[src/rtl/mixer_reg_arbiter.sv]
// Arbiter sequencing MIDI-decoder writes and host reads/writes onto the mixer register file.
// Optional patch-name dump reader (com bank 16..31) is built when MIXER_ARB_DUMP_EN is defined.
module mixer_reg_arbiter (
  input  logic       reg_clk,
  input  logic       reset,
  input  logic       midi_req,
  input  logic [1:0] midi_bank,
  input  logic [6:0] midi_adr,
  input  logic [7:0] midi_data,
  output logic       midi_busy,
  output logic       midi_ovf,
  input  logic       host_req,
  input  logic       host_wr,
  input  logic [1:0] host_bank,
  input  logic [6:0] host_adr,
  input  logic [7:0] host_wdata,
  output logic       host_ack,
  output logic [7:0] host_rdata,
  output logic [6:0] adr,
  output logic       write,
  output logic       read,
  output logic       osc_sel,
  output logic       com_sel,
  output logic       m1_sel,
  output logic       m2_sel,
  output logic [7:0] synth_data_out,
  input  logic [7:0] mixer_regdata_out,
  input  logic       dump_start,
  output logic       dump_valid,
  output logic [7:0] dump_data,
  output logic       dump_done
);

  typedef enum logic [2:0] {
    S_IDLE   = 3'd0,
    S_WR     = 3'd1,
    S_RD     = 3'd2,
    S_RD_CAP = 3'd3
`ifdef MIXER_ARB_DUMP_EN
    , S_DUMP_RD  = 3'd4
    , S_DUMP_CAP = 3'd5
`endif
  } state_t;

  state_t     state_q;
  logic       midi_busy_q;
  logic [1:0] midi_bank_q;
  logic [6:0] midi_adr_q;
  logic [7:0] midi_data_q;
  logic       midi_ovf_q;
  logic       prefer_host_q;
  logic       gnt_host_q;
  logic [6:0] adr_q;
  logic       write_q;
  logic       read_q;
  logic [3:0] sel_q;
  logic [7:0] wdata_q;
  logic       host_ack_q;
  logic [7:0] host_rdata_q;

  logic host_pend_s;
  logic midi_pend_s;
  logic pick_host_s;
  logic pick_midi_s;
  logic midi_drain_s;
  logic midi_accept_s;
  logic midi_drop_s;

  // Bank code to one-hot select: bit0 osc, bit1 com, bit2 m1, bit3 m2.
  function automatic logic [3:0] bank_onehot(input logic [1:0] bank);
    logic [3:0] oh;
    case (bank)
      2'd0:    oh = 4'b0001;
      2'd1:    oh = 4'b0010;
      2'd2:    oh = 4'b0100;
      2'd3:    oh = 4'b1000;
      default: oh = 4'b0000;
    endcase
    return oh;
  endfunction

  // Request qualification, round-robin pick and MIDI buffer accept/drop decisions.
  always_comb begin
    // The host still holds host_req during its own ack cycle; that level is stale.
    host_pend_s   = host_req && !host_ack_q;
    midi_pend_s   = midi_busy_q;
    pick_host_s   = host_pend_s && (!midi_pend_s || prefer_host_q);
    pick_midi_s   = midi_pend_s && !pick_host_s;
    midi_drain_s  = (state_q == S_WR) && !gnt_host_q;
    midi_accept_s = midi_req && (!midi_busy_q || midi_drain_s);
    midi_drop_s   = midi_req && midi_busy_q && !midi_drain_s;
  end

`ifdef MIXER_ARB_DUMP_EN
  logic       dump_active_q;
  logic [3:0] dump_idx_q;
  logic       dump_valid_q;
  logic [7:0] dump_data_q;
  logic       dump_done_q;
  logic       pick_dump_s;

  // Dump only uses slots nobody else wants.
  always_comb begin
    pick_dump_s = dump_active_q && !host_pend_s && !midi_pend_s;
  end
`endif

  // Main sequencer: MIDI buffer, arbitration FSM and all registered outputs.
  always_ff @(posedge reg_clk) begin
    if (reset) begin
      state_q       <= S_IDLE;
      midi_busy_q   <= 1'b0;
      midi_bank_q   <= 2'd0;
      midi_adr_q    <= 7'd0;
      midi_data_q   <= 8'd0;
      midi_ovf_q    <= 1'b0;
      prefer_host_q <= 1'b1;
      gnt_host_q    <= 1'b0;
      adr_q         <= 7'd0;
      write_q       <= 1'b0;
      read_q        <= 1'b0;
      sel_q         <= 4'd0;
      wdata_q       <= 8'd0;
      host_ack_q    <= 1'b0;
      host_rdata_q  <= 8'd0;
`ifdef MIXER_ARB_DUMP_EN
      dump_active_q <= 1'b0;
      dump_idx_q    <= 4'd0;
      dump_valid_q  <= 1'b0;
      dump_data_q   <= 8'd0;
      dump_done_q   <= 1'b0;
`endif
    end else begin
      write_q    <= 1'b0;
      read_q     <= 1'b0;
      sel_q      <= 4'd0;
      host_ack_q <= 1'b0;
`ifdef MIXER_ARB_DUMP_EN
      dump_valid_q <= 1'b0;
      dump_done_q  <= 1'b0;
      if ((state_q == S_IDLE) && !dump_active_q && dump_start) begin
        dump_active_q <= 1'b1;
        dump_idx_q    <= 4'd0;
      end
`endif
      if (midi_accept_s) begin
        midi_busy_q <= 1'b1;
        midi_bank_q <= midi_bank;
        midi_adr_q  <= midi_adr;
        midi_data_q <= midi_data;
      end else if (midi_drain_s) begin
        midi_busy_q <= 1'b0;
      end
      if (midi_drop_s) begin
        midi_ovf_q <= 1'b1;
      end
      case (state_q)
        S_IDLE: begin
          if (pick_host_s) begin
            gnt_host_q    <= 1'b1;
            prefer_host_q <= 1'b0;
            adr_q         <= host_adr;
            sel_q         <= bank_onehot(host_bank);
            wdata_q       <= host_wdata;
            write_q       <= host_wr;
            read_q        <= !host_wr;
            state_q       <= host_wr ? S_WR : S_RD;
          end else if (pick_midi_s) begin
            gnt_host_q    <= 1'b0;
            prefer_host_q <= 1'b1;
            adr_q         <= midi_adr_q;
            sel_q         <= bank_onehot(midi_bank_q);
            wdata_q       <= midi_data_q;
            write_q       <= 1'b1;
            state_q       <= S_WR;
`ifdef MIXER_ARB_DUMP_EN
          end else if (pick_dump_s) begin
            adr_q   <= {3'b001, dump_idx_q};
            sel_q   <= 4'b0010;
            read_q  <= 1'b1;
            state_q <= S_DUMP_RD;
`endif
          end else begin
            state_q <= S_IDLE;
          end
        end
        S_WR: begin
          host_ack_q <= gnt_host_q;
          state_q    <= S_IDLE;
        end
        S_RD: begin
          host_rdata_q <= mixer_regdata_out;
          host_ack_q   <= 1'b1;
          state_q      <= S_RD_CAP;
        end
        S_RD_CAP: begin
          state_q <= S_IDLE;
        end
`ifdef MIXER_ARB_DUMP_EN
        S_DUMP_RD: begin
          dump_data_q  <= mixer_regdata_out;
          dump_valid_q <= 1'b1;
          dump_done_q  <= (dump_idx_q == 4'd15);
          if (dump_idx_q == 4'd15) begin
            dump_active_q <= 1'b0;
          end
          dump_idx_q <= dump_idx_q + 4'd1;
          state_q    <= S_DUMP_CAP;
        end
        S_DUMP_CAP: begin
          state_q <= S_IDLE;
        end
`endif
        default: begin
          state_q <= S_IDLE;
        end
      endcase
    end
  end

  assign midi_busy      = midi_busy_q;
  assign midi_ovf       = midi_ovf_q;
  assign host_ack       = host_ack_q;
  assign host_rdata     = host_rdata_q;
  assign adr            = adr_q;
  assign write          = write_q;
  assign read           = read_q;
  assign osc_sel        = sel_q[0];
  assign com_sel        = sel_q[1];
  assign m1_sel         = sel_q[2];
  assign m2_sel         = sel_q[3];
  assign synth_data_out = wdata_q;

`ifdef MIXER_ARB_DUMP_EN
  assign dump_valid = dump_valid_q;
  assign dump_data  = dump_data_q;
  assign dump_done  = dump_done_q;
`else
  logic unused_dump_start_s;
  assign unused_dump_start_s = dump_start;
  assign dump_valid = 1'b0;
  assign dump_data  = 8'd0;
  assign dump_done  = 1'b0;
`endif

endmodule

[config.mk]
export PLATFORM = sky130hd
export DESIGN_NAME = mixer_reg_arbiter
export DESIGN_NICKNAME = d
export VERILOG_FILES = /design/src/rtl/mixer_reg_arbiter.sv
export SDC_FILE = /design/constraint.sdc
export NUM_CORES = 1
export LEC_CHECK = 0
export ABC_AREA = 1
export CORE_ASPECT_RATIO = 0.6
export CORE_MARGIN = 3
export CORE_UTILIZATION = 39
export CTS_CLUSTER_SIZE = 12
export DETAILED_ROUTE_END_ITERATION = 10
export PLACE_DENSITY = 0.72
export SYNTH_ARGS = -nofsm -noshare
export SYNTH_HDL_FRONTEND = slang
export SYNTH_SLANG_ARGS = --single-unit
[constraint.sdc]
create_clock -name reg_clk -period 1.17 [get_ports reg_clk]
set_input_delay 0.117 -clock reg_clk [delete_from_list [all_inputs] [get_ports reg_clk]]
set_output_delay 0.117 -clock reg_clk [all_outputs]
set_load 0.03 [all_outputs]
==> results of run 1 <==
[what timing repair did]
| action | in CTS | in global routing |
|---|---|---|
| endpoints found under the setup margin | 58 | 66 |
| resized for setup | 82 | 54 |
| cloned | 4 | 2 |
| setup buffers | 0 | 6 |
| pin swaps | 7 | 4 |
[stage by stage]
stage / total power, mW / setup slack, ps
2_1_floorplan: 3.22 / -40.9
3_3_place_gp: 3.78 / -208
3_5_place_dp: 3.81 / -237
6_report: 5.04 / -69.9
4_1_cts: 4.93 / -51.4
5_1_grt: 5.31 / -144
[critical path, delay by kind of cell (launching register included)]
family	cells	cell delay, ps
adders and majority gates	1	160
and+or+nand+nor	5	470
DFF	1	370
buffers and inverters	2	120
[metal layers]
layer / part of all wire [%] / routed length (µm)
met4: 0.46 / 33
met1: 47 / 3330
met3: 8.2 / 582
met2: 45 / 3180
met5: 0 / 0
[cell families (layout without fill, tap and decap cells)]
kind of cell    Yosys count  count (layout)  share of synthesized area [%]
other cells               1              10                          0.158
compound gates           37              37                           8.46
buf+inv                  56             138                           12.5
flops                    53              53                           44.8
fa+ha+maj                 3               3                           1.59
simple gates            174             178                           32.5
[area by class of cell]
cell class / instances / area, µm²
Sequential cell: 53 / 1070
Multi-Input combinational cell: 228 / 1320
Inverter: 32 / 135
Clock buffer: 8 / 80.1
Tap cell: 80 / 100
Fill cell: 539 / 2140
Timing Repair Buffer: 96 / 865
Timing Repair inverter: 2 / 22.5
[flip-flops by register name (all words and copies together), names as in the netlist]
signal,flops
synth_data_out,8
sel_q,4
adr,7
midi_adr_q,7
host_rdata,8
read,1
midi_data_q,8
midi_busy,1
host_ack,1
prefer_host_q,1
gnt_host_q,1
midi_ovf,1
write,1
midi_bank_q,2
state_q,2
[worst paths after layout]
check                       start              to  slack, ps  cells after the start
max                    state_q[1]  midi_data_q[1]        -70                      8
min          mixer_regdata_out[0]   host_rdata[0]        390                      3
max reg2reg            state_q[1]  midi_data_q[1]        -70                      8
min reg2reg              midi_ovf        midi_ovf        490                      2
[Yosys cell counts, drive strengths merged]
cell,n
conb,1
a31oi,1
o22ai,2
buf,20
clkbuf,4
nor2,60
dfxtp,53
o21ai,26
nand3,31
nand2,77
ha,3
nand3b,2
nand4,4
inv,32
a21oi,8
[power groups by stage]
stage	sequential [mW]	combinational [mW]	clock [mW]
3_5_place_dp	2.21	1.60	0
4_1_cts	2.19	1.72	1.01
2_1_floorplan	2.49	0.731	0
3_3_place_gp	2.21	1.58	0
5_1_grt	2.22	1.98	1.11
6_report	2.20	1.83	1.01
==> metrics.txt, run 1 <==
status=finished, violations left; failing checks=setup timing; Final #Nets=roughly 470; most common cell after layout, fill and taps aside=nand2_1; critical path type=register to register; DR WL/cell=14.3 µm; skew final=8.04 ps; critical path's largest stage delay=370 ps; Cell Pwr Density=1400 nW/µm²; flops & latches, synth=53; Clock Power Share=20.1%; total track usage=19.2%; # hold bufs at CTS=0; HP Class=primary input to register; # setup viols final=32; final instance area=3590 µm²; met2 usage=31.5%; Initial Util=around two fifths; TritonRoute pass-1 iters=4; final critical-path required period=1240 ps; setup_tns=-1200 ps; setup ws final=-69.9 ps; Finished Layout Cells=499; initial antenna violation count=0; Leak=1.69 nW; Combinational Power Share=36.2%; sw frac=36.8%; Tcrit/Tclk final=106%; slowest CP cell=dfxtp_2; MaxCap Viol Count=0; Synth Cell Area=2370 µm²; Critical Path RT=1370 ps; Hold Violations, Final=0; GRT met3 Usage=5.46%; switching power=1.85 mW; Clock Latency Late Sink=310 ps; CTS tree=built; share of the synthesized area in the top cell type=between 40% and 50%; via count=about 2,400; largest net degree at the start of global routing=27; Num CTS Buffers=5; Flop pwr share=43.7%; Cells after Synth=~320; Synth Area per Inst=7.30 µm²; Worst Hold Slack=approximately 390 ps; Max IR drop VDD=approximately 0.57 mV; commonest cells after routing, fill and taps aside=69 x nand2_1, 48 x dfxtp_1, 46 x clkdlybuf4s50_1; end-of-flow core utilization=~63%; layout cells sized above 1=roughly a quarter; RSZ-0062 raised after global routing=yes; Synth area leaders=dfxtp_1 45%, nand2_1 11%, nor2_1 9.4%, nand3_1 6.3%, o21ai_0 5.3%; CTS Sinks=between 50 and 60; Yosys Warn Count=0; Clk pin slew, worst setup/hold paths=around 90 ps; largest area contributor in the netlist=dfxtp_1; Slew Viols, Final=0; synth unique cells=26; final WL=7130 µm; Die W=107 µm; DRT iter0 DRCs=88; placed cells=479; Clock Root Buffer=clkbuf_8; DP Wirelength=4630 µm; IO Count=90; Core Box Area=5730 µm²; Die Y=66.3 µm; Area after DPL=~3200 µm²; gr busiest metal=met2; met1 Use GR=a little over a quarter; vias per cell=4.78; CP arrival=around 1400 ps; buffers added on ports=78; first-pass GRT wire length=10,800 µm; number of core rows=21; crit path launch type=register; FMAX=806 MHz; GPL Wtd Cong=0.832; H-tree depth=2; Layout area overhead=51.7%; die area=7070 µm²; Worst setup EP type=register; CP Cell Sequence=inv_4 > ha_4 > nand2_4 > nand2_8 > nand2_8 > inv_8 > nor2_1 > nor2_1; post-synthesis sequential area ratio=44.8%; Post-route DRC=0; Clock Tree Buf Depth=2; internal power=3.19 mW; grt ovf=0; ANT cells=0; Critical Path Fanout Max=8; post-route ant nets=0; vias in the first global route=around 2,300
(Power assumes the default switching activity.)
==> run 2: changes to the inputs <==
--- a/config.mk
+++ b/config.mk
@@ -12,6 +12,7 @@
 export CTS_CLUSTER_SIZE = 12
 export DETAILED_ROUTE_END_ITERATION = 10
 export PLACE_DENSITY = 0.72
+export SKIP_CTS_REPAIR_TIMING = 1
 export SYNTH_ARGS = -nofsm -noshare
 export SYNTH_HDL_FRONTEND = slang
 export SYNTH_SLANG_ARGS = --single-unit
==> run 2 against run 1 <==
The flow still finishes with violations (setup timing). Final cell count rose by 0.40%. Die area stayed put. First-iteration DRC count is 43% higher. Clock skew is 3.6 ps lower. Total power up 3.0%. Cell area increased by 6.7%. Core utilization grew 4.2 points. Critical endpoint is now midi_data_q[7]. Largest power group unchanged.
==> metrics.txt, run 2 (synthesis results as in run 1) <==
status=finished, violations left (unchanged); failing checks=setup timing (unchanged); Tcrit/Tclk final=109% (was 106%); Core Box Area=5730 µm² (unchanged); Layout area overhead=61.9% (was 51.7%); CTS tree=built (unchanged); number of core rows=21 (unchanged); buffers added on ports=78 (unchanged); Worst setup EP type=register (unchanged); via count=2,426 (was 2,386); Clock Tree Buf Depth=2 (unchanged); skew final=4.45 ps (was 8.04 ps); DP Wirelength=4630 µm (unchanged); FF-to-FF path depth=8 (unchanged); TritonRoute pass-1 iters=4 (unchanged); RSZ-0062 raised after global routing=yes (unchanged); HP Class=primary input to register (unchanged); slowest CP cell=dfxtp_2 (unchanged); commonest cells after routing, fill and taps aside=69 x nand2_1, 49 x dfxtp_1, 46 x clkdlybuf4s50_1 (was 69 x nand2_1, 48 x dfxtp_1, 46 x clkdlybuf4s50_1); Slew Viols, Final=0 (unchanged); MaxCap Viol Count=0 (unchanged); Initial Util=41.3% (unchanged); slew at the pin closest to its max-slew limit=549 ps; Leak=2.09 nW (was 1.69 nW); largest net degree at the start of global routing=27 (unchanged); crit path launch=state_q[1] (unchanged); die area=7070 µm² (unchanged); CP arrival=1480 ps (was 1440 ps); grt ovf=0 (unchanged); Hold Crit Start=mixer_regdata_out[6] (was mixer_regdata_out[0]); critical path type=register to register (unchanged); setup ws final=-109 ps (was -69.9 ps); IO Count=90 (unchanged); Die W=107 µm (unchanged); vias per cell=4.84 (was 4.78); Cell Pwr Density=1360 nW/µm² (was 1400 nW/µm²); Critical Path Fanout Max=8 (unchanged); Clock Latency Late Sink=300 ps (was 310 ps); Die Y=66.3 µm (unchanged); worst slack, placed=-237 ps (unchanged); crit path launch type=register (unchanged); vias in the first global route=2,089 (was 2,279); Worst Hold Path Cells=3 (unchanged); initial antenna violation count=0 (unchanged); Finished Layout Cells=501 (was 499); Clock Root Buffer=clkbuf_8 (unchanged); Reg-to-Reg Start=state_q[1] (unchanged); DR WL/cell=14.9 µm (was 14.3 µm); Post-route DRC=0 (unchanged); FILL cells=490 (was 539); post-route ant nets=0 (unchanged); first-pass GRT wire length=9740 µm (was 10,800 µm); kind of cell adding the most delay to the critical path=simple AND/OR/NAND/NOR gates (unchanged); layout cells sized above 1=24.2% (was 26.0%); Hold Violations, Final=0 (unchanged); critical path's largest stage delay=370 ps (about the same); Num CTS Buffers=5 (unchanged); final WL=7480 µm (was 7130 µm); CP Cell Sequence=inv_4 > ha_4 > nand2_4 > nand2_8 > nand2_8 > clkinv_8 > nor2_4 > nor2_1 (was inv_4 > ha_4 > nand2_4 > nand2_8 > nand2_8 > inv_8 > nor2_1 > nor2_1); final critical-path required period=1280 ps (was 1240 ps); placed cells=479 (unchanged); FMAX=782 MHz (was 806 MHz); cell mode on critical path=nand2_8; H-tree depth=2 (unchanged); Clk pin slew, worst setup/hold paths=90 ps (about the same); Buf+Inv Stages, Crit Path=2 (unchanged); ANT cells=0 (unchanged); # setup viols final=32 (unchanged); Critical Path RT=1370 ps (about the same); CTS Sinks=53 (unchanged); Stages on worst setup path=8 (unchanged); Max IR drop VDD=0.571 mV (was 0.566 mV); Max-Slew Margin vs Limit=63.3%; DRT iter0 DRCs=126 (was 88); total track usage=17.3% (was 19.2%); Final #Nets=471 (was 469); GPL Wtd Cong=0.832 (unchanged); most common cell after layout, fill and taps aside=nand2_1 (unchanged)
[run 2: path summary, 6_finish.rpt]
| check | endpoint | slack [ps] |
|---|---|---|
| max | midi_data_q[7] | -110 |
| min | host_rdata[6] | 390 |
| max reg2reg | midi_data_q[7] | -110 |
| min reg2reg | midi_ovf | 490 |
[run 2: final cells by class]
cell class / instances / area, µm² / share of cell area, %
multi-input combinational: 228 / 1390 / 36.4
inverter: 32 / 135 / 3.53
timing repair buffer: 98 / 1020 / 26.8
timing repair inverter: 2 / 27.5 / 0.719
tap: 80 / 100 / 2.61
clock buffer: 8 / 80.1 / 2.09
sequential: 53 / 1070 / 27.9
[run 2: per-layer routing]
layer,vias to the layer above,wire length [µm],GRT usage [%]
met1,1129,3390,23.8
met5,-,0,0
li1,1202,-,-
met3,8,601,5.37
met4,0,88,1.44
met2,87,3400,28.1
[run 2: per-stage QoR]
step / TNS, ps / util, % / hold slack [ps] / power [mW] / area [µm²]
final: -1830 / 66.9 / 392 / 5.19 / 3830
after global routing: -4030 / 66.9 / 383 / 5.46 / 3830
after CTS: -10120 / 57.7 / 392 / 4.79 / 3300
after detailed placement: -7520 / 56.3 / 468 / 3.81 / 3220
after global placement: -6980 / 56.3 / 449 / 3.78 / 3220
after floorplan: -406 / - / 176 / 3.22 / 2430
[run 2: report_power, final]
group	leakage, nW	internal (mW)	switching [mW]
Clock	0.0395	0.427	0.577
Combinational	1.61	0.830	1.15
Sequential	0.439	2.04	0.173
[run 2: worst register-to-register path: stages (launching register included)]
cell and delay (ps):
dfxtp_2 370, inv_4 50, ha_4 160, nand2_4 90, nand2_8 70, nand2_8 140
clkinv_8 140, nor2_4 100, nor2_1 40
==> run 3: changes to the inputs <==
--- a/config.mk
+++ b/config.mk
@@ -5,10 +5,9 @@
 export SDC_FILE = /design/constraint.sdc
 export NUM_CORES = 1
 export LEC_CHECK = 0
-export ABC_AREA = 1
 export CORE_ASPECT_RATIO = 0.6
 export CORE_MARGIN = 3
-export CORE_UTILIZATION = 39
+export CORE_UTILIZATION = 38
 export CTS_CLUSTER_SIZE = 12
 export DETAILED_ROUTE_END_ITERATION = 10
 export PLACE_DENSITY = 0.72
==> run 3 against run 2 <==
The flow still finishes with violations (setup timing). Combinational power fell by 29%. Largest power group unchanged. Cell area fell by 10%. Sequential power fell by 5%. Routed wire length fell by 23%. Global-route usage fell by 0.21 points. Clock skew rose by 3.2 ps. Critical endpoint is now midi_adr_q[3]. Non-clock buffer count rose by 4. Final cell count fell by 19%. Count of clock-buffer cells in the layout fell by 2.
==> metrics.txt, run 3 <==
total track usage=17.1% (was 17.3%); initial antenna violation count=0 (unchanged); Area after DPL=3220 µm² (about the same); Worst setup EP type=register (unchanged); die area=6770 µm² (was 7070 µm²); Synth Area per Inst=9.49 µm² (was 7.30 µm²); final critical-path required period=1370 ps (was 1280 ps); most frequent cell after synthesis=dfxtp_1 (was nand2_1); Core Box Area=5330 µm² (was 5730 µm²); grt ovf=0 (unchanged); status=finished, violations left (unchanged); Finished Layout Cells=406 (was 501); final instance area=3430 µm² (was 3830 µm²); worst slack, placed=-380 ps (was -237 ps); DRT iter0 DRCs=54 (was 126); Worst Hold Path Cells=3 (unchanged); Synth Cell Area=2200 µm² (was 2370 µm²); complex-gate fraction of the synthesized area=11.6% (was 8.46%); first-pass GRT wire length=9290 µm (was 9740 µm); vias in the first global route=1,881 (was 2,089); Layout area overhead=55.9% (was 61.9%); post-synthesis mux area share=11.4% (was 0%); Hold Violations, Final=0 (unchanged); Num CTS Buffers=5 (unchanged); Worst Hold Path EP=midi_adr_q[0] (was host_rdata[6]); ys flop type=dfxtp_1 (unchanged); Simple-Gate Fraction of Synth Area=19.0% (was 32.5%); Post-Synth Adder-Cell Area=1.71% (was 1.59%); Final Power=4.74 mW (was 5.19 mW); commonest cells after routing, fill and taps aside=49 x dfxtp_1, 45 x clkdlybuf4s50_1, 32 x nand2_1 (was 69 x nand2_1, 49 x dfxtp_1, 46 x clkdlybuf4s50_1); FF-to-FF path depth=7 (was 8); failing checks=setup timing (unchanged); number of core rows=20 (was 21); MaxCap Viol Count=0 (unchanged); largest area contributor in the netlist=dfxtp_1 (unchanged); Max IR drop VDD=0.797 mV (was 0.571 mV); Post-route DRC=0 (unchanged); via count=1,894 (was 2,426); Slew Viols, Final=0 (unchanged); Post-synth top cells=53 x dfxtp_1, 32 x nand2_1, 30 x nor2_1, 25 x mux2i_1, 17 x nand2b_1 (was 71 x nand2_1, 59 x nor2_1, 53 x dfxtp_1, 30 x nand3_1, 26 x inv_1); Critical Path RT=1360 ps (was 1370 ps); slew at the pin closest to its max-slew limit=499 ps (was 549 ps); largest family of logic cells by synthesized area=simple AND/OR/NAND/NOR gates (unchanged); layout cells sized above 1=17.0% (was 24.2%); R2R Path End=midi_adr_q[3] (was midi_data_q[7]); Reg-to-Reg Start=state_q[1] (unchanged); critical path type=register to register (unchanged); Clock Tree Buf Depth=2 (unchanged); DR WL/cell=14.2 µm (was 14.9 µm); largest net degree at the start of global routing=33 (was 27); setup ws final=-200 ps (was -109 ps); Yosys Warn Count=0 (unchanged); Die W=104 µm (was 107 µm); Clock Root Buffer=clkbuf_8 (unchanged); CTS Sinks=53 (unchanged); # setup viols final=51 (was 32); placed cells=398 (was 479); Critical Path Fanout Max=17 (was 8); most common cell after layout, fill and taps aside=dfxtp_1 (was nand2_1); share of the synthesized area in the top cell type=48.2% (was 44.8%); CTS tree=built (unchanged); final WL=5780 µm (was 7480 µm); skew final=7.65 ps (was 4.45 ps); ANT cells=0 (unchanged); Initial Util=41.3% (about the same); IO Count=90 (unchanged); post-route ant nets=0 (unchanged); vias per cell=4.67 (was 4.84); HP Class=primary input to register (unchanged); synth unique cells=33 (was 26); reg-to-reg slack, setup=-200 ps (was -110 ps); FMAX=730 MHz (was 782 MHz); DP Wirelength=4340 µm (was 4630 µm); Synth area leaders=dfxtp_1 48%, mux2i_1 11%, a32oi_1 5.6%, nand2_1 5.5%, nor2_1 5.1% (was dfxtp_1 45%, nand2_1 11%, nor2_1 9.4%, nand3_1 6.3%, o21ai_0 5.3%); Leak=1.78 nW (was 2.09 nW); GPL Wtd Cong=0.777 (was 0.832); setup_tns=-6340 ps (was -1830 ps); crit path launch type=register (unchanged); Final #Nets=379 (was 471); Hold Crit Start=reset (was mixer_regdata_out[6]); RSZ-0062 raised after global routing=yes (unchanged); Worst Hold Slack=265 ps (was 392 ps); Cells after Synth=232 (was 324); Clock Latency Late Sink=300 ps (about the same); xor/xnor share of the synthesized area=0% (unchanged); Clk pin slew, worst setup/hold paths=100 ps (was 90 ps); Die Y=65.0 µm (was 66.3 µm); buffers added on ports=78 (unchanged); TritonRoute pass-1 iters=4 (unchanged); flops & latches, synth=53 (unchanged); Cell Pwr Density=1380 nW/µm² (was 1360 nW/µm²); Tcrit/Tclk final=117% (was 109%); H-tree depth=2 (unchanged); Max-Slew Margin vs Limit=66.6% (was 63.3%); Async SR Flop Fraction=0% (unchanged); post-synthesis sequential area ratio=48.2% (was 44.8%); CP arrival=1560 ps (was 1480 ps); number of synthesized flops with an enable pin=0 (unchanged); end-of-flow core utilization=64.4% (was 66.9%)
run 3: cell count changes after synthesis, moves of 14 or more:
cell,delta
mux2i_1,+25
o21ai_0,-25
nand2b_1,+17
nor2_1,-29
nand2_1,-39
inv_1,-20
a32oi_1,+14
nand3_1,-29
run 3: cell type report:
class	instances	area, µm²
clock buffers	6	72.6
clock inverters	2	38.8
fillers	449	1900
inverters	7	26.3
multi-input cells	159	1060
flip-flops and latches	53	1070
well taps	77	96.3
repair buffers	102	1060
run 3: worst max-delay path: stages, from the launching register on:
cell	delay [ps]
dfxtp_2	330
inv_2	80
ha_4	150
nand2b_4	70
a21boi_4	150
buf_12	190
mux2i_1	220
nor2_1	50
run 3: where the power goes:
part | internal, mW | switching, mW | leakage (nW)
Clock | 0.643 | 0.590 | 0.0554
Sequential | 1.99 | 0.113 | 0.438
Combinational | 0.677 | 0.732 | 1.29
run 3: cells by family (layout without fill, tap and decap cells):
group	count (synthesis)	after routing
DFF	53	53
muxes	25	25
and+or+nand+nor	90	90
other	1	10
AOI/OAI and AO/OA	31	31
adders and majority gates	3	3
buffers and inverters	29	117
run 3: worst max path at each step:
stage                    start             to  depth (start not counted)
floorplan           state_q[1]  midi_adr_q[0]                          8
global placement      host_req       sel_q[1]                          5
detailed placement    host_req       sel_q[1]                          5
CTS                     adr[4]         adr[4]                          1
global route        state_q[1]  midi_adr_q[4]                          7
finish              state_q[1]  midi_adr_q[3]                          7
run 3: routing by layer:
metal  routed length, µm  track usage [%]  part of all wire, %  up-vias
met3                 460             6.67                  8.0        3
met4                  14             2.49                 0.24        0
li1                    -                -                    -      952
met2                2480             25.3                   43       70
met1                2830             24.1                   49      869
met5                   0                0                    0        -
